`src/rtl/ram2video_ml.sv`:
```
// Line-buffer to video raster generator: parametrised timing, runtime line repeat,
// RAM read-latency compensation and sticky line-buffer underrun detection.
module ram2video_ml #(
    parameter int DATA_W         = 24,
    parameter int H_TOTAL        = 858,
    parameter int H_VISIBLE      = 720,
    parameter int H_SYNC_START   = 736,
    parameter int H_SYNC_WIDTH   = 62,
    parameter int H_START_OFFSET = 0,
    parameter int PIXEL_FACTOR   = 1,
    parameter int V_TOTAL        = 525,
    parameter int V_TOTAL_ALT    = 526,
    parameter int V_VISIBLE      = 480,
    parameter int V_SYNC_START   = 489,
    parameter int V_SYNC_WIDTH   = 6,
    parameter int HS_POL         = 0,
    parameter int VS_POL         = 0,
    parameter int SLOT_BITS      = 2,
    parameter int COL_BITS       = 10,
    parameter int RAM_LATENCY    = 1
) (
    input  logic                          clock,
    input  logic                          reset,
    input  logic                          starttrigger,
    input  logic [1:0]                    line_repeat,
    input  logic                          add_line,
    input  logic [SLOT_BITS-1:0]          wr_slot,
    input  logic [DATA_W-1:0]             rddata,
    output logic [SLOT_BITS+COL_BITS-1:0] rdaddr,
    output logic [DATA_W/3-1:0]           red,
    output logic [DATA_W/3-1:0]           green,
    output logic [DATA_W/3-1:0]           blue,
    output logic                          hsync,
    output logic                          vsync,
    output logic                          de,
    output logic                          frame_start,
    output logic                          line_start,
    output logic                          running,
    output logic                          underrun,
    output logic                          videoClock
);

    localparam int          CW         = DATA_W / 3;
    localparam logic [11:0] LP_HT_M1   = 12'(H_TOTAL - 1);
    localparam logic [11:0] LP_HV      = 12'(H_VISIBLE);
    localparam logic [11:0] LP_HSS     = 12'(H_SYNC_START);
    localparam logic [11:0] LP_HSE     = 12'(H_SYNC_START + H_SYNC_WIDTH);
    localparam logic [11:0] LP_HSO     = 12'(H_START_OFFSET);
    localparam logic [11:0] LP_HSO_END = 12'(H_START_OFFSET + H_VISIBLE);
    localparam logic [11:0] LP_VT_M1   = 12'(V_TOTAL - 1);
    localparam logic [11:0] LP_VTA_M1  = 12'(V_TOTAL_ALT - 1);
    localparam logic [11:0] LP_VV      = 12'(V_VISIBLE);
    localparam logic [11:0] LP_VSS     = 12'(V_SYNC_START);
    localparam logic [11:0] LP_VSE     = 12'(V_SYNC_START + V_SYNC_WIDTH);
    localparam logic        LP_HS_ACT  = 1'(HS_POL);
    localparam logic        LP_VS_ACT  = 1'(VS_POL);

    // Flag vector bit positions: {frame_start, line_start, vsync, hsync, de}
    localparam int F_DE = 0, F_HS = 1, F_VS = 2, F_LS = 3, F_FS = 4;

    typedef enum logic {ST_IDLE, ST_RUN} state_t;

    state_t               r_state;
    state_t               w_state_next;
    logic [1:0]           r_lr_q;
    logic                 r_al_q;
    logic [11:0]          r_x;
    logic [11:0]          r_y;
    logic [1:0]           r_rep;
    logic [SLOT_BITS-1:0] r_src;
    logic [4:0]           r_pipe [RAM_LATENCY+1];
    logic [DATA_W-1:0]    r_rgb;
    logic                 r_underrun;

    logic                 w_mode_change;
    logic                 w_clear;
    logic                 w_x_wrap;
    logic                 w_y_wrap;
    logic                 w_rep_wrap;
    logic [11:0]          w_vt_m1;
    logic [11:0]          w_xoff;
    logic [11:0]          w_col_full;
    logic                 w_col_in;
    logic [COL_BITS-1:0]  w_col;
    logic [4:0]           w_flags0;
    logic [4:0]           w_flags_out;

    assign w_mode_change = (r_state == ST_RUN) &&
                           ((line_repeat != r_lr_q) || (add_line != r_al_q));
    // Counters and alignment pipeline only advance while a raster is genuinely running.
    assign w_clear       = (r_state == ST_IDLE) || w_mode_change;

    always_ff @(posedge clock) begin
        if (!reset) r_state <= ST_IDLE;
        else        r_state <= w_state_next;
    end

    always_comb begin
        w_state_next = r_state;
        case (r_state)
            ST_IDLE: if (starttrigger)  w_state_next = ST_RUN;
            ST_RUN:  if (w_mode_change) w_state_next = ST_IDLE;
            default: w_state_next = ST_IDLE;
        endcase
    end

    always_ff @(posedge clock) begin
        r_lr_q <= line_repeat;
        r_al_q <= add_line;
    end

    assign w_vt_m1    = r_al_q ? LP_VTA_M1 : LP_VT_M1;
    assign w_x_wrap   = (r_x == LP_HT_M1);
    assign w_y_wrap   = (r_y == w_vt_m1);
    assign w_rep_wrap = (r_rep == r_lr_q);

    always_ff @(posedge clock) begin
        if (!reset || w_clear) begin
            r_x   <= '0;
            r_y   <= '0;
            r_rep <= '0;
            r_src <= '0;
        end else if (w_x_wrap) begin
            r_x <= '0;
            if (w_y_wrap) begin
                r_y   <= '0;
                r_rep <= '0;
                r_src <= '0;
            end else begin
                r_y <= r_y + 12'd1;
                if (w_rep_wrap) begin
                    r_rep <= '0;
                    r_src <= r_src + 1'b1;
                end else begin
                    r_rep <= r_rep + 2'd1;
                end
            end
        end else begin
            r_x <= r_x + 12'd1;
        end
    end

    assign w_xoff     = r_x - LP_HSO;
    assign w_col_full = (PIXEL_FACTOR == 2) ? {1'b0, w_xoff[11:1]} : w_xoff;
    assign w_col_in   = (r_x >= LP_HSO) && (r_x < LP_HSO_END);
    assign w_col      = w_col_in ? w_col_full[COL_BITS-1:0] : '1;
    assign rdaddr     = {r_src, w_col};

    // vsync edges land on the hsync leading edge of the first and last+1 sync lines.
    always_comb begin
        w_flags0       = '0;
        w_flags0[F_DE] = (r_x < LP_HV) && (r_y < LP_VV);
        w_flags0[F_HS] = (r_x >= LP_HSS) && (r_x < LP_HSE);
        w_flags0[F_VS] = ((r_y == LP_VSS) && (r_x >= LP_HSS)) ||
                         ((r_y > LP_VSS) && (r_y < LP_VSE)) ||
                         ((r_y == LP_VSE) && (r_x < LP_HSS));
        w_flags0[F_LS] = (r_x == 12'd0);
        w_flags0[F_FS] = (r_x == 12'd0) && (r_y == 12'd0);
    end

    always_ff @(posedge clock) begin
        if (!reset || w_clear) begin
            for (int i = 0; i <= RAM_LATENCY; i++) r_pipe[i] <= '0;
            r_rgb <= '0;
        end else begin
            r_pipe[0] <= w_flags0;
            for (int i = 1; i <= RAM_LATENCY; i++) r_pipe[i] <= r_pipe[i-1];
            // rddata now belongs to the flags one stage short of the output.
            r_rgb <= r_pipe[RAM_LATENCY-1][F_DE] ? rddata : '0;
        end
    end

    always_ff @(posedge clock) begin
        if (!reset || w_mode_change || ((r_state == ST_IDLE) && starttrigger))
            r_underrun <= 1'b0;
        else if ((r_state == ST_RUN) && (r_x == 12'd0) && (r_rep == 2'd0) &&
                 (r_y < LP_VV) && (r_src == wr_slot))
            r_underrun <= 1'b1;
    end

    assign w_flags_out = r_pipe[RAM_LATENCY];
    assign de          = w_flags_out[F_DE];
    assign hsync       = w_flags_out[F_HS] ? LP_HS_ACT : ~LP_HS_ACT;
    assign vsync       = w_flags_out[F_VS] ? LP_VS_ACT : ~LP_VS_ACT;
    assign line_start  = w_flags_out[F_LS];
    assign frame_start = w_flags_out[F_FS];
    assign red         = r_rgb[3*CW-1:2*CW];
    assign green       = r_rgb[2*CW-1:CW];
    assign blue        = r_rgb[CW-1:0];
    assign running     = (r_state == ST_RUN);
    assign underrun    = r_underrun;
    assign videoClock  = clock;

endmodule

```
`config.mk`:
```
export PLATFORM = sky130hd
export DESIGN_NAME = ram2video_ml
export DESIGN_NICKNAME = d
export VERILOG_FILES = /design/src/rtl/ram2video_ml.sv
export SDC_FILE = /design/constraint.sdc
export NUM_CORES = 1
export LEC_CHECK = 0
export BUFFER_PORTS_ARGS = -buffer_cell sky130_fd_sc_hd__buf_4
export CORE_MARGIN = 3
export CORE_UTILIZATION = 25
export DETAILED_ROUTE_END_ITERATION = 10
export GPL_TIMING_DRIVEN = 1
export PLACE_DENSITY = 0.46
export SYNTH_ARGS = -nofsm -noshare
export SYNTH_HDL_FRONTEND = slang
export SYNTH_SLANG_ARGS = --single-unit
export TNS_END_PERCENT = 50
```
`constraint.sdc`:
```
create_clock -name clock -period 2 [get_ports clock]
set_input_delay 0.2 -clock clock [delete_from_list [all_inputs] [get_ports clock]]
set_output_delay 0.2 -clock clock [all_outputs]
set_load 0.05 [all_outputs]
```
======== Word level (Yosys, flattened, before mapping) ========
Memory sizes are Yosys's and may differ from the RTL's.
Cells that the tools add are included.
cells by class
  divide/modulo/power cells ............... 0
  reductions and logical operators ........ 28
  bitwise operators ....................... 4
  add/subtract/negate cells ............... 4
  multiply operators ...................... 0
  shift-type cells ........................ 0
  mux-type cells .......................... 17
  equal/unequal tests ..................... 8
  magnitude comparators ................... 8
operator list
  cell                   number
  $lt 12x10->1 const B   3
  $add 12x1->12 const B  2
  $eq 12x9->1 const B    2
  $logic_not 12->1       2
  $lt 12x9->1 const B    2
  $logic_and 1x1->1      13
  $eq 12x10->1           1
  $eq 12x10->1 const B   1
  $ge 12x1->1 const B    1
  $ge 12x10->1 const B   1
  $gt 12x9->1 const B    1
  $mux 12                1
  $mux 10                1
  $mux 5                 2
  $mux 1                 8
  $mux 2                 4
  $logic_or 1x1->1       7
  $add 2x1->2 const B    2
  $eq 2x2->1             2
  $reduce_or 2->1        2
  $logic_not 2->1        1
  $ne 2x2->1             1
  $not 1->1              2
  $or 1x1->1             2
  other kinds (5)        5
word-level totals
  logic and storage cells ................. 79
  bits in writable memories ............... 10
  memory bits (read-only) ................. 0
  bits in latches ......................... 0
  input bits .............................. 32
  register bits ........................... 57
  memories ................................ 1
memories
  name    words  width  rd ports  clocked after Yosys merged registers in  write ports  line  source
  r_pipe  2      5      2         0                                        2            71    logic [4:0] r_pipe [RAM_LATENCY+1];

======== Depth between registers and ports, before layout ========
  depth after elaboration ................. 8
  gate-level depth with buffers ........... 8

==> impl_metrics.xml <==
<?xml version="1.0" encoding="UTF-8"?>
<metrics>
  <group name="global_route">
    <metric name="overflow" unit="">0</metric>
    <metric name="grt_antenna_before_repair" unit="">0</metric>
    <metric name="groute.usage.overall" unit="">0.127</metric>
    <metric name="grt_first_pass_wirelength" unit="um">13000</metric>
    <metric name="first_global_vias" unit="">2695</metric>
    <metric name="maximum_number_of_pins_on_one_net_before_global_route_repair" unit="">27</metric>
  </group>
  <group name="sta">
    <metric name="setup_viol" unit="">0</metric>
    <metric name="portion_of_the_clock_cycle_consumed_by_the_worst_path_in_the_final_layout" unit="">0.969</metric>
    <metric name="timing.fmax" unit="MHz">516</metric>
    <metric name="final-max-slew-violation-count" unit="">0</metric>
    <metric name="postLayoutSetupSlackWorst" unit="ns">0.0620</metric>
    <metric name="timing.clock.skew" unit="ns">0.00907</metric>
    <metric name="worstMarginPinSlew" unit="ns">0.654</metric>
    <metric name="rsz_0062_raised_after_global_routing" unit="">true</metric>
    <metric name="whs" unit="ns">0.0202</metric>
    <metric name="period_minus_slack" unit="ns">1.94</metric>
    <metric name="slew_headroom" unit="">0.564</metric>
    <metric name="hold_viol" unit="">0</metric>
  </group>
  <group name="synthesis">
    <metric name="yosysUniqueCellTypes" unit="">46</metric>
    <metric name="proportion_of_synthesized_flip_flops_having_asynchronous_set_or_reset" unit="">0</metric>
    <metric name="ys_dominant_reg_cell" unit="">sky130_fd_sc_hd__dfxtp_1</metric>
    <metric name="mapped_cells" unit="">325</metric>
    <metric name="synth_sequential_area_ratio" unit="">0.466</metric>
    <metric name="synth-edff-count" unit="">0</metric>
    <metric name="postSynthAreaPerCell" unit="um^2">8.85</metric>
    <metric name="ys_seq_elements" unit="">67</metric>
    <metric name="syn-num-nets" unit="">365</metric>
    <metric name="synthesis.yosys.warnings" unit="">0</metric>
    <metric name="synthesis.area" unit="mm^2">0.00288</metric>
  </group>
  <group name="worst_setup_path">
    <metric name="timing.critical_path.required" unit="ns">1.80</metric>
    <metric name="setup.worst_path.class" unit="">reg -&gt; out</metric>
    <metric name="cp.buffers_inverters" unit="">1</metric>
    <metric name="regToRegEndpoint" unit="">r_y[8]</metric>
    <metric name="worst_r2r_startpoint" unit="">r_y[1]</metric>
    <metric name="worst_path_dominant_cell_family" unit="">simple AND/OR/NAND/NOR gates</metric>
    <metric name="rrSetupSlack" unit="ns">0.18</metric>
    <metric name="critical_path.max_fanout" unit="">8</metric>
    <metric name="rr_worst_depth" unit="">5</metric>
    <metric name="startpoint_type" unit="">flip-flop</metric>
    <metric name="critPathMaxStageDelay" unit="ns">0.37</metric>
    <metric name="path_cells" unit="">o211a_1 &gt; o21ai_2 &gt; nand2_2 &gt; or2_2 &gt; buf_6</metric>
    <metric name="cp.depth" unit="">5</metric>
    <metric name="endpoint_kind" unit="">output pin</metric>
    <metric name="critical-path-slowest-cell" unit="">sky130_fd_sc_hd__dfxtp_4</metric>
    <metric name="worst-endpoint-arrival" unit="ns">1.74</metric>
  </group>
  <group name="floorplan">
    <metric name="num_rows" unit="">38</metric>
    <metric name="chipWidth" unit="um">113</metric>
    <metric name="floorplan.core_area" unit="mm^2">0.0110</metric>
    <metric name="die-height" unit="um">113</metric>
    <metric name="initial_core_util" unit="">0.261</metric>
    <metric name="area_of_the_die" unit="mm^2">0.0128</metric>
    <metric name="top_level_ports" unit="">76</metric>
  </group>
  <group name="min_path">
    <metric name="hold_path.class" unit="">in -&gt; reg</metric>
    <metric name="hp-start" unit="">reset</metric>
    <metric name="min_path_cells" unit="">3</metric>
    <metric name="worst_hold_path.endpoint" unit="">running</metric>
  </group>
  <group name="route">
    <metric name="viasPerCell" unit="">4.73</metric>
    <metric name="drt-initial-drc-count" unit="">145</metric>
    <metric name="dr_total_vias" unit="">2738</metric>
    <metric name="routed_wirelength" unit="um">8010</metric>
    <metric name="wl_per_cell" unit="um">13.8</metric>
    <metric name="postRouteAntennaNets" unit="">0</metric>
    <metric name="firstDrtPassIters" unit="">4</metric>
    <metric name="remaining_drc_errors" unit="">0</metric>
  </group>
  <group name="clock_network">
    <metric name="clock_insertion_delay_worst_skew" unit="ns">0.43</metric>
    <metric name="cts_tree" unit="">done</metric>
    <metric name="clkTransAtPathRegs" unit="ns">0.06</metric>
  </group>
  <group name="finish">
    <metric name="fin_area" unit="mm^2">0.00436</metric>
    <metric name="most_frequent_standard_cell_in_the_layout_excluding_fill_and_tap_cells" unit="">sky130_fd_sc_hd__buf_4</metric>
    <metric name="diodes" unit="">0</metric>
    <metric name="nets" unit="">474</metric>
    <metric name="areaGrowthSynthToFinish" unit="%">51.5</metric>
    <metric name="layout_common_cells" unit="">sky130_fd_sc_hd__buf_4 (87), sky130_fd_sc_hd__dfxtp_1 (65), sky130_fd_sc_hd__and3_1 (29)</metric>
    <metric name="drive_above_1_share" unit="">0.282</metric>
  </group>
  <group name="placed_design">
    <metric name="gp_congestion" unit="">0.809</metric>
    <metric name="dp_slack" unit="ns">0.227</metric>
    <metric name="number_of_buffer_cells_added_on_primary_ports" unit="">75</metric>
    <metric name="post_dp_cell_area" unit="mm^2">0.00364</metric>
    <metric name="hpwl" unit="um">5500</metric>
  </group>
  <group name="power">
    <metric name="total_power" unit="W">0.00359</metric>
    <metric name="peakVddDrop" unit="mV">1.08</metric>
    <metric name="total_leakage_power" unit="nW">1.88</metric>
    <metric name="power_density" unit="mW/mm^2">824</metric>
  </group>
  <group name="job">
    <metric name="max-cap-violations" unit="">0</metric>
  </group>
  <group name="outcome">
    <metric name="run_status" unit="">finished, final reports clean</metric>
  </group>
</metrics>
worst register-to-register path: cells and delay by family, from the launching register on:
kind	cells	cell delay [ns]
AOI/OAI and AO/OA	1	0.15
and+or+nand+nor	3	0.87
DFF	1	0.43
adders and majority gates	1	0.31
per-stage QoR:
step           cells  utilization  TNS [ns]
6_report         579        0.395         0
2_1_floorplan    325            -         0
4_1_cts          579        0.393         0
3_3_place_gp     531        0.330         0
3_5_place_dp     531        0.330         0
5_1_grt          579        0.395   -0.0156
synth_stat cells (3+ instances only):
master / n / area [um^2]
sky130_fd_sc_hd__a21oi_1: 17 / 85.1
sky130_fd_sc_hd__o21ai_0: 5 / 25.0
sky130_fd_sc_hd__or2_2: 6 / 37.5
sky130_fd_sc_hd__nand4_1: 12 / 75.1
sky130_fd_sc_hd__and3_1: 29 / 181
sky130_fd_sc_hd__dfxtp_1: 67 / 1340
sky130_fd_sc_hd__buf_2: 4 / 20.0
sky130_fd_sc_hd__nand3b_1: 3 / 22.5
sky130_fd_sc_hd__o22ai_1: 3 / 18.8
sky130_fd_sc_hd__nand3_1: 19 / 95.1
sky130_fd_sc_hd__inv_1: 12 / 45.0
sky130_fd_sc_hd__nor4_1: 4 / 25.0
sky130_fd_sc_hd__nor2_1: 19 / 71.3
sky130_fd_sc_hd__a211oi_1: 4 / 30.0
sky130_fd_sc_hd__ha_1: 8 / 100
sky130_fd_sc_hd__nand4b_1: 3 / 26.3
sky130_fd_sc_hd__xnor2_1: 11 / 96.3
sky130_fd_sc_hd__and2_1: 7 / 43.8
sky130_fd_sc_hd__nor3_1: 9 / 45.0
sky130_fd_sc_hd__xor2_1: 6 / 52.6
sky130_fd_sc_hd__and4_1: 4 / 35.0
sky130_fd_sc_hd__clkbuf_1: 18 / 67.6
sky130_fd_sc_hd__nand2_1: 27 / 101
worst max-delay path by stage:
stage	end	from
floorplan	r_y[11]	running
global placement	r_pipe[0][2]	r_lr_q[0]
detailed placement	r_y[8]	r_y[1]
CTS	rdaddr[3]	r_x[4]
global route	rdaddr[3]	r_x[4]
finish	rdaddr[3]	r_x[4]
per-layer routing:
layer | global-route usage | wire [um] | vias to the layer above
met2 | 0.201 | 3890 | 88
met4 | 0.0489 | 109 | 0
met3 | 0.0406 | 456 | 11
li1 | - | - | 1362
met5 | 0 | 0 | -
met1 | 0.160 | 3560 | 1277
what timing repair did:
| action | 4_1_cts | 5_1_grt |
|---|---|---|
| hold buffers | 28 | 0 |
| cloned | 0 | 0 |
| setup buffers | 1 | 0 |
| setup endpoints to repair | 6 | 7 |
| gates resized for setup | 5 | 8 |
| pin swaps | 1 | 0 |
| hold endpoints to repair | 28 | 0 |
flip-flops by register name, indices dropped and copies added, names as in the netlist:
| register | flops |
|---|---|
| r_x | 12 |
| r_lr_q | 2 |
| underrun | 1 |
| r_y | 12 |
| r_pipe | 10 |
| r_rgb | 24 |
| r_rep | 2 |
| r_al_q | 1 |
| running | 1 |
| r_src | 2 |
power breakdown:
part           internal, W  switching [W]
clock              0.00138       0.000729
sequential         0.00134     0.00000669
combinational    0.0000883      0.0000470
total              0.00281       0.000783
cells by family (layout without fill, tap and decap cells):
logic type	after synthesis	after routing	synth area share
simple gates	156	156	0.307
flops	67	67	0.466
compound gates	39	39	0.0844
buf+inv	38	152	0.0556
xor+xnor	17	17	0.0517
fa+ha+maj	8	8	0.0348
final cells by class:
class	count	area, um^2
Inverter	12	45.0
Multi-Input combinational cell	220	1390
Clock buffer	13	308
Fill cell	1129	6670
Timing Repair Buffer	120	993
Tap cell	140	175
Sequential cell	67	1350
Clock inverter	7	100
No activity file was read; power rests on OpenSTA's default activity.
